### src/rtl/mem_arbiter.sv
// Two-master single-port RAM arbiter with a one-deep command register.
// Optional ARB_ROUND_ROBIN_EN: round-robin on contention (default fixed m0 priority).
module mem_arbiter #(
  parameter int          ADDRESS_WIDTH = 32,
  parameter logic [31:0] RAM_TOP       = 32'h00001FFF
) (
  input  logic                     clk,
  input  logic                     rst_n,
  input  logic                     m0_req,
  input  logic                     m0_we,
  input  logic [ADDRESS_WIDTH-1:0] m0_addr,
  input  logic [31:0]              m0_wdata,
  output logic                     m0_gnt,
  output logic                     m0_rvalid,
  output logic [31:0]              m0_rdata,
  output logic                     m0_err,
  input  logic                     m1_req,
  input  logic                     m1_we,
  input  logic [ADDRESS_WIDTH-1:0] m1_addr,
  input  logic [31:0]              m1_wdata,
  output logic                     m1_gnt,
  output logic                     m1_rvalid,
  output logic [31:0]              m1_rdata,
  output logic                     m1_err,
  output logic                     ram_we,
  output logic [ADDRESS_WIDTH-1:0] ram_addr,
  output logic [31:0]              ram_wdata,
  input  logic [31:0]              ram_rdata
);

  localparam logic [ADDRESS_WIDTH-1:0] LAST_WORD =
    ADDRESS_WIDTH'(RAM_TOP - 32'd3);

  typedef enum logic {
    IDLE,
    BUSY
  } state_t;

  state_t state_q;
  state_t state_d;

  logic                     pick_m1;
  logic                     any_gnt;
  logic                     sel_we;
  logic [ADDRESS_WIDTH-1:0] sel_addr;
  logic [31:0]              sel_wdata;
  logic                     sel_bad;

  logic                     cmd_m1;
  logic                     cmd_we;
  logic                     cmd_err;
  logic [ADDRESS_WIDTH-1:0] cmd_addr;
  logic [31:0]              cmd_wdata;
  logic [31:0]              read_data;

`ifdef ARB_ROUND_ROBIN_EN
  // last_grant = 1 means m1 was granted last, so m0 wins next contention
  logic last_grant;

  always_ff @(posedge clk or negedge rst_n) begin
    if (!rst_n) begin
      last_grant <= 1'b1;
    end else if (any_gnt) begin
      last_grant <= pick_m1;
    end
  end

  assign pick_m1 = m1_req & (~m0_req | ~last_grant);
`else
  assign pick_m1 = m1_req & ~m0_req;
`endif

  assign m1_gnt  = rst_n & pick_m1;
  assign m0_gnt  = rst_n & m0_req & ~pick_m1;
  assign any_gnt = m0_gnt | m1_gnt;

  assign sel_we    = pick_m1 ? m1_we    : m0_we;
  assign sel_addr  = pick_m1 ? m1_addr  : m0_addr;
  assign sel_wdata = pick_m1 ? m1_wdata : m0_wdata;
  assign sel_bad   = (sel_addr[1:0] != 2'b00) ||
                     (sel_addr > LAST_WORD);

  always_ff @(posedge clk or negedge rst_n) begin
    if (!rst_n) begin
      cmd_m1    <= 1'b0;
      cmd_we    <= 1'b0;
      cmd_err   <= 1'b0;
      cmd_addr  <= '0;
      cmd_wdata <= '0;
    end else if (any_gnt) begin
      cmd_m1    <= pick_m1;
      cmd_we    <= sel_we;
      cmd_err   <= sel_bad;
      cmd_addr  <= sel_addr;
      cmd_wdata <= sel_wdata;
    end
  end

  always_ff @(posedge clk or negedge rst_n) begin
    if (!rst_n) begin
      state_q <= IDLE;
    end else begin
      state_q <= state_d;
    end
  end

  assign read_data = (cmd_we | cmd_err) ? 32'd0 : ram_rdata;

  always_comb begin
    state_d   = IDLE;
    ram_we    = 1'b0;
    ram_addr  = '0;
    ram_wdata = '0;
    m0_rvalid = 1'b0;
    m1_rvalid = 1'b0;
    m0_rdata  = '0;
    m1_rdata  = '0;
    m0_err    = 1'b0;
    m1_err    = 1'b0;
    unique case (state_q)
      IDLE: begin
        state_d = any_gnt ? BUSY : IDLE;
      end
      BUSY: begin
        state_d   = any_gnt ? BUSY : IDLE;
        ram_we    = cmd_we & ~cmd_err;
        ram_addr  = cmd_addr;
        ram_wdata = cmd_wdata;
        m0_rvalid = ~cmd_m1;
        m1_rvalid = cmd_m1;
        m0_err    = ~cmd_m1 & cmd_err;
        m1_err    = cmd_m1 & cmd_err;
        m0_rdata  = cmd_m1 ? 32'd0 : read_data;
        m1_rdata  = cmd_m1 ? read_data : 32'd0;
      end
      default: begin
        state_d = IDLE;
      end
    endcase
  end

endmodule

### config.mk
export PLATFORM = sky130hd
export DESIGN_NAME = mem_arbiter
export DESIGN_NICKNAME = d
export VERILOG_FILES = /design/src/rtl/mem_arbiter.sv
export SDC_FILE = /design/constraint.sdc
export NUM_CORES = 1
export LEC_CHECK = 0
export CORE_MARGIN = 5
export CORE_UTILIZATION = 30
export CTS_CLUSTER_DIAMETER = 30
export CTS_CLUSTER_SIZE = 40
export DETAILED_ROUTE_END_ITERATION = 10
export DONT_BUFFER_PORTS = 1
export PLACE_DENSITY = 0.43
export SLEW_MARGIN = 20
export SYNTH_ARGS = -nofsm -noshare
export SYNTH_HDL_FRONTEND = slang
export SYNTH_SLANG_ARGS = --single-unit
### constraint.sdc
create_clock -name clk -period 1.25 [get_ports clk]
set_input_delay 0.125 -clock clk [delete_from_list [all_inputs] [get_ports clk]]
set_output_delay 0.125 -clock clk [all_outputs]
set_load 0.005 [all_outputs]
# Word-level counts from Yosys, hierarchy flattened
# Index checks and enable logic that the tools add are counted.
dict set report totals {
  input_bits 166
  wordCells 38
  regBits 68
}
dict set report classes {
  n_bitwise 13
  mux 16
  n_reduce_logical 2
  n_lt_le_gt_ge 1
}
# operator count
set op_table {}
lappend op_table {{$mux 32} 9}
lappend op_table {{$gt 32x13->1 const B} 1}
lappend op_table {{$and 1x1->1} 7}
lappend op_table {{$mux 1} 7}
lappend op_table {{$not 1->1} 4}
lappend op_table {{$or 1x1->1} 2}
lappend op_table {{$reduce_bool 2->1} 1}
lappend op_table {{$logic_or 1x1->1} 1}

# Longest topological paths before layout
# Gate-level depths: netlist of the first run.
dict set report logic_depth {
  ltp_word 6
  depth_mapped 6
  ltp_nobuf 4
}

# Least setup slack after synthesis of the first run
# Ideal clock, no wire load.
dict set report synth_timing {
  path_kind {flip-flop to output port}
  startpoint {reg cmd_m1}
  endpoint {out m0_rdata[10]}
  path_slack_ps -3
  arrival_time_ps 1128
  stages_incl_launch_ff 5
  n_path_buf 1
  path_cell_list {dfrtp_1 and2b_1 nor3b_2 buf_2 and2_1}
}
dict set report synth_via {
  elab_chain_len 2
}
# item line
set synth_rtl {}
lappend synth_rtl {{start: declaration} 49} ;# logic cmd_m1;
lappend synth_rtl {{start signal: assignment} 91} ;# cmd_m1 <= pick_m1;
lappend synth_rtl {{$mux 32} 133} ;# m0_rdata = cmd_m1 ? 32'd0 : read_data;
lappend synth_rtl {{$mux 32} 120} ;# unique case (state_q)
lappend synth_rtl {{end: declaration} 15} ;# output logic [31:0] m0_rdata,
# No other way between the ends.

# Worst setup path in the final report of the first run
dict set report layout_timing {
  startpoint {reg cmd_m1}
  endpoint {out m0_rdata[31]}
}
# Same word-level chain as after synthesis.

==> results of run 1 <==
path summary, 6_finish.rpt:
path / end / start / slack, ps / cells past startpoint
min reg2reg: cmd_m1 / cmd_m1 / 570 / 2
max: m0_rdata[31] / cmd_m1 / -420 / 4
max reg2reg: cmd_wdata[27] / cmd_wdata[27] / 0 / 3
min: cmd_wdata[8] / rst_n / -520 / 0
min in group clk: cmd_err / m1_addr[19] / 80 / 3
max in group asynchronous: state_q / rst_n / 1600 / 0
kinds of logic after synthesis:
| kind of cell | after synthesis | share of synthesized area |
|---|---|---|
| simple gates | 351 | 0.423 |
| flops | 68 | 0.419 |
| compound gates | 68 | 0.106 |
| buf+inv | 45 | 0.0514 |
cells in the final DEF, fill, tap and decap left out, types with 2 or more instances in the layout:
cell type       netlist  final
buf_4                 3     10
and2_1              131     34
nor2_1               67     66
nor3_1                3      3
diode_2               0      3
dfrtp_1              68     67
nor3b_4               0      2
clkbuf_16             0      9
buf_12                0     10
nand2_1             131    131
inv_1                 2      2
dlygate4sd3_1         0     98
clkinv_2              0      3
dlymetal6s4s_1        0     33
buf_16                0     12
and2_4                0     97
bufinv_16             0      2
nand4_1               2      2
a31oi_1              65     65
nor4_1                7      7
buf_6                 0     10
synthesized netlist by cell type, types with 2 or more instances:
master    count  area [um2]
and2_1      131         820
nand2_1     131         492
dfrtp_1      68        1700
nor2_1       67         251
a31oi_1      65         407
buf_2        23         115
clkbuf_1     17        63.8
nor4_1        7        43.8
buf_4         3        22.5
nor3_1        3        15.0
and3_1        2        12.5
inv_1         2        7.51
nand4_1       2        12.5
nor3b_2       2        25.0
metrics by stage:
stage,hold WS (ps),area (um2)
6_report,-517,6800
5_1_grt,-537,6800
4_1_cts,-531,6700
3_5_place_dp,-168,4300
3_3_place_gp,-168,4300
2_1_floorplan,-171,4070
state kept, by name, summed over array words and instances, names as in the netlist:
name / flops
cmd_addr: 32
cmd_wdata: 32
cmd_err: 1
cmd_m1: 1
cmd_we: 1
state_q: 1
area by class of cell:
type / count / area, um2 / area share
timing repair buffer: 173 / 2110 / 0.311
antenna: 3 / 7.51 / 0.00110
inverter: 2 / 7.51 / 0.00110
sequential: 68 / 1700 / 0.250
tap: 176 / 220 / 0.0324
clock buffer: 11 / 243 / 0.0357
multi-input combinational: 419 / 2430 / 0.358
clock inverter: 5 / 75.1 / 0.0110
metal layers:
| layer | vias up | track usage |
|---|---|---|
| li1 | 2028 | - |
| met1 | 2130 | 0.225 |
| met2 | 239 | 0.390 |
| met3 | 35 | 0.0488 |
| met4 | 0 | 0.100 |
| met5 | - | 0 |
report_power, final:
group | switching, mW | internal [mW]
clock network | 0.978 | 1.79
logic | 0.691 | 1.21
registers | 0.181 | 2.50
repair_timing:
| action | CTS | global route |
|---|---|---|
| hold endpoints to repair | 134 | 68 |
| cloned | 12 | 0 |
| buffers inserted | 12 | 0 |
| gates resized for setup | 128 | 36 |
| pin swaps | 19 | 25 |
| endpoints found under the setup margin | 131 | 178 |
==> run summary, run 1 <==
The worst pin sits at a relative slew slack of 0.772. The routed design could run at a clock period as short as roughly 1700 ps. The core utilization of the finished layout is 0.514.

The total count of hold-check failures in the final report is 68. The number of synthesized register bits came out at slightly below 70. The total power is ~7.3 mW. The final wirelength is roughly 17 mm. For this design, the sink count on the clock tree is ~70. The H-tree was split into 3 levels. The checks that failed: negative hold slack, negative setup slack. The arrival time at the worst endpoint came out at 1540 ps.

The initial core utilization came out at 0.307. The full die area came out at 16000 um2. Walking the worst path, the cells encountered are and2b_1 > nor3b_4 > buf_12 > and2_1. The first-pass GRT wire length is ~26 mm.

After synthesis, the share of flip-flops with an asynchronous set or reset is 1.00. Setup repair after global routing could not meet its margin everywhere. The worst setup path is captured at a primary output. The wire-length estimate of the detail-placed layout is ~11 mm. The number of buffer cells added on primary ports came out at 0. The routed layout has about 4.4k vias.

The share of the cycle needed by the critical path after routing is 1.34. In this run the horizontal extent of the chip is 126 um. The source-to-sink clock delay at the later pin of the worst-skew pair came out at roughly 330 ps. The aggregate global routing overflow is 0. In this run the cell area of the synthesized design comes to 4060 um2. The detailed router put a total of about 6.1 mm of wire on met1. In this run the remaining antenna-violating nets after routing total 0. The flow ran to the end, but the final reports show violations.

The highest clock frequency the design can meet is 599 MHz. The max-capacitance violation count is 0. The largest clock skew in the final design is 0 ps. The number of violations reported at the end of detailed-routing iteration 0 is approximately 240. The root buffer cell chosen for the clock tree is clkbuf_16. In this run, distinct cell masters in the synthesized netlist total 23. The global placement routability congestion is around 0.83.

The register clock-pin slew on the reported worst setup and hold paths came out at roughly 60 ps. The highest metal layer used by the detailed router is met4. The number of antenna violations at the first check in global routing came out at 1. The leakage power summed over all cells is around 3.1 nW. The number of global-route vias before repair came out at roughly 4.7k. The worst hold path belongs to the class in2async. The worst hold slack after final layout came out at -517 ps.

For this design the ratio of total power to cell area is between 1000 and 1500 nW/um2. The number of max-slew violations in the final report came out at 0. The maximum buffer depth of the clock tree came out at 2. In this run, placement finished with an instance count of around 700. The pre-CTS worst setup slack came out at -55.6 ps. The endpoint required time on the critical path came out at between 1000 and 1500 ps. The maximum vdd ir drop is roughly 1 mV. The routed wire length on met2 came out at between 9 and 10 mm.

The sequential-to-total area share from yosys stat came out at 0.419. The most used flip-flop cell after synthesis is dfrtp_1. The kind of critical path is reg2out. The slowest stage of the critical path is the dfrtp_1 cell. The combined buffer and inverter count along the critical path came out at 1. The count of yosys warnings during synthesis is 0. The final-report setup violation count is 133. The die is ~130 um tall. The share of post-route cells with drive strength above 1 came out at 0.243. The number of nets at the end of the flow is 839. The routed length on met3 came out at roughly 1.3 mm. The count of hold buffers inserted by post-cts repair is roughly 130. The DRC violation count after routing is 0. The TritonCTS clock tree is done. The transition time at the pin with the least slew margin is approximately 340 ps. The global routing usage summed across all routing layers came out at 0.211. The core region area is around 13000 um2. After synthesis, the mean cell area works out to ~7.6 um2. Dividing the detail-routed wire length by the instance count gives slightly above 20 um. The number of fillers in the final layout came out at between 1k and 1.5k.

The total negative setup slack is -41610 ps. The count of cells in the finished layout, fillers not included, comes to 857. The number of iterations in the first detailed-routing pass is 6. The number of CTS-inserted buffers came out at 9. The number of core rows came out at 42. Entering global routing, the biggest net connects ~70 pins. After technology mapping, the gate count stands at 532. The net count of the mapped netlist came out at ~700. The worst setup path is launched from a flop. The number of placed I/O pins is roughly 300.

The final worst slack came out at -420 ps. Broken down by cell family, the worst path's largest delay share belongs to simple AND/OR/NAND/NOR gates. The number of enable-type register cells in the synthesized netlist is 0. The number of vias per cell after detailed routing is around 5.2. For this run, the slowest stage of the critical path takes 410 ps. In this run the worst path has a maximum fanout of 32. The area growth from synthesis to layout is 67.4%.
(Power assumes the default switching activity.)
==> inputs of run 2 (changes only) <==
==> constraint.sdc (replaced) <==
create_clock -name clk -period 2 [get_ports clk]
set_input_delay 0.2 -clock clk [delete_from_list [all_inputs] [get_ports clk]]
set_output_delay 0.2 -clock clk [all_outputs]
set_load 0.005 [all_outputs]
==> run 2 against run 1 <==
Effect of this change: the run now ends clean; largest cell class unchanged; combinational power shrank 67%; routed wire length decreased by 18%; utilization down 15 points; critical path depth did not move; register-to-register slack gained 790 ps; via count fell by 16%.
==> run summary, run 2 (synthesis gave the netlist of run 1 again) <==
Outcome: completed (was finished, violations left). The start point of the critical path was cmd_m1 (unchanged). The endpoint required time on the critical path is 1800 ps (was 1120 ps). The final-report setup violation count came out at 0 (was 133). The number of max-slew violations in the final report came out at 0 (unchanged). The relative slew slack came out at 0.640 (was 0.772). The met3 usage in global routing is 0.0530 (was 0.0488). The number of clock sinks seen by CTS is 68 (unchanged). The source-to-sink clock delay at the later pin of the worst-skew pair came out at 320 ps (was 330 ps). The clock root buffer is clkbuf_16 (unchanged). The number of antenna violations at the first check in global routing was 1 (unchanged). The register clock-pin slew on the reported worst setup and hold paths is 50 ps (was 60 ps). RSZ-0062 raised after global routing: false (was true). Largest registers in the final layout: cmd_addr (32), cmd_wdata (32) (unchanged). The maximum buffer depth of the clock tree is 2 (unchanged).

The count of cells resized by post-cts repair is 0 (was 128). The H-tree depth came out at 3 (unchanged). The sequential cell area came out at 1700 um2 (unchanged). The post-place instance area came out at 4200 um2 (was 4300 um2). The kind of critical path is reg2out (unchanged). The detailed-route wire length per cell is 19.8 um (was 20.3 um). The clock period could shrink to 1780 ps. The final standard cell area without fillers was 4810 um2 (was 6800 um2). The routing layer with the top usage in global route is met2 (unchanged).

The global placement routability congestion is 0.789 (was 0.827). Based on the critical path, the design can be clocked at up to approximately 560 MHz. The final wirelength came out at 14.2 mm (was 17.4 mm). The maximum number of pins on one net before global-route repair came to 69 (was 72).

The number of iterations in the first detailed-routing pass came out at 5 (was 6). The number of violations reported at the end of detailed-routing iteration 0 is 157 (was 241). The initial core utilization is 0.307 (unchanged). The total via count after detailed routing was 3731 (was 4432). The number of vias per cell after detailed routing came out at 5.19 (was 5.17). The number of core rows is 42 (unchanged). Top library cells by usage in the layout, fill and taps aside: and2_1, nand2_1, nor2_1, dfrtp_1, a31oi_1 (was nand2_1, dlygate4sd3_1, and2_4). The endpoint kind of the worst setup timing path is a primary output (unchanged). The antenna cell count came out at 0 (was 3). The number of buffer cells added on primary ports is 0 (unchanged).

The max-capacitance violation count is 0 (unchanged). The worst setup slack for register-to-register paths is 790 ps (was 0 ps). The maximum vdd ir drop is 0.388 mV (was 0.998 mV).

The area growth from synthesis to layout is 18.4% (was 67.4%). The die span in x came out at 126 um (unchanged). The aggregate global routing overflow came to 0 (unchanged). The capture point of the critical path is m0_rdata[3] (was m0_rdata[31]). The largest clock skew in the final design came to 0 ps (unchanged).

The DRC violation count after routing is 0 (unchanged). The routing usage on met1 is 0.190 (was 0.225). The post-placement cell count is 675 (was 683).

The pre-CTS worst setup slack came out at 560 ps (was -55.6 ps). The detailed placer's ending HPWL is 10.5 mm (was 11.2 mm). The global routing usage summed across all routing layers came out at 0.169 (was 0.211).

The cell depth of the worst flop-to-flop path is 3 (unchanged). The post-CTS repair timing setup buffer count came out at 0 (was 12). The core region area came out at 13200 um2 (unchanged). The first-pass GRT wire length is 21.1 mm (was 26.3 mm). The critical register-to-register path startpoint is cmd_addr[31] (was cmd_wdata[27]). The number of placed I/O pins came out at 301 (unchanged). The global-route met2 utilization is 0.294 (was 0.390). The count of antenna-violating nets left after detailed routing is 0 (unchanged). The number of fillers in the final layout is 1395 (was 1219). The leakage power summed over all cells is 2.01 nW (was 3.14 nW).

The number of cells in the finished layout apart from fillers is 719 (was 857). The kind of start point of the critical path was a flop (unchanged). The arrival time at the worst endpoint came to 1580 ps (was 1540 ps). The share of post-route cells with drive strength above 1 came out at 0.0608 (was 0.243). The final worst slack came out at 223 ps (was -420 ps). The critical register-to-register path endpoint is cmd_addr[31] (was cmd_wdata[27]). The power per cell area is 804 nW/um2 (was 1080 nW/um2). The class of the worst hold path is in2reg (was in2async). The total count of hold-check failures in the final report came out at 0 (was 68). The number of nets at the end of the flow is 706 (was 839). The full die area is 16000 um2 (unchanged). The number of global-route vias before repair came out at 3806 (was 4747).

The height of the chip came out at 126 um (unchanged). In the finished design, the share of the clock period the worst path needs comes to 0.889. The transition time at the pin with the least slew margin is 540 ps (was 339 ps). The top fanout value on the critical path came to 32 (unchanged).

The TritonCTS clock tree was done (unchanged). The total negative setup slack is 0 ps (was -41610 ps). Along the worst hold path, the cell count comes to 2.

The area occupied by multi-input gates came out at 2170 um2 (was 2430 um2). The number of CTS-inserted buffers came out at 9 (unchanged).
## run 2: changes by cell type in the layout (fill, tap and decap cells not counted), sizes merged
| cell | before | now |
|---|---|---|
| dlygate4sd3 | 98 | 29 |
| dlymetal6s4s | 33 | 0 |
| buf | 42 | 11 |
| diode | 3 | 0 |
| clkinv | 3 | 1 |
| bufinv | 2 | 1 |
| clkbuf | 11 | 12 |
## run 2: what timing repair did
action | CTS | global route
endpoints found under the hold margin | 90 | 0
endpoints found under the setup margin | 0 | 0
hold buffers | 30 | 0
## run 2: worst min path at each step
stage                       from            end  slack (ps)
CTS                 m0_wdata[20]  cmd_wdata[20]         0.3
global route          m1_addr[5]    cmd_addr[5]           2
detailed placement         rst_n  cmd_wdata[15]         -90
finish               m1_addr[22]   cmd_addr[22]          20
floorplan                  rst_n    cmd_addr[0]        -100
global placement           rst_n  cmd_wdata[15]         -90
## run 2: stage by stage
step / utilization / hold slack, ps / total power [mW]
4_1_cts: 0.363 / 0.264 / 3.94
6_report: 0.363 / 18.2 / 3.87
5_1_grt: 0.363 / 2.09 / 4.08
2_1_floorplan: - / -95.6 / 2.07
3_5_place_dp: 0.317 / -93.4 / 2.21
3_3_place_gp: 0.317 / -93.0 / 2.20
## run 2: area by class of cell
type | count | area share
inverter | 2 | 0.00156
tap | 176 | 0.0458
clock buffer | 12 | 0.0533
sequential | 68 | 0.354
clock inverter | 2 | 0.00728
timing repair buffer | 40 | 0.0869
multi-input combinational | 419 | 0.451
## run 2: worst max-delay path: stages (launching register included)
cell and delay (ps):
dfrtp_1 390, and2b_1 240, nor3b_2 170, buf_4 270
and2_1 190
## run 2: power by group
part	total, mW	switching (mW)	internal (mW)
Combinational	0.619	0.348	0.271
Clock	1.59	0.575	1.02
Sequential	1.66	0.0952	1.56
## run 2: layer usage
metal  up-vias  part of all wire
met5         -                 0
met4         0             0.028
met3        27             0.088
met2       196              0.50
met1      1762              0.38
li1       1746                 -
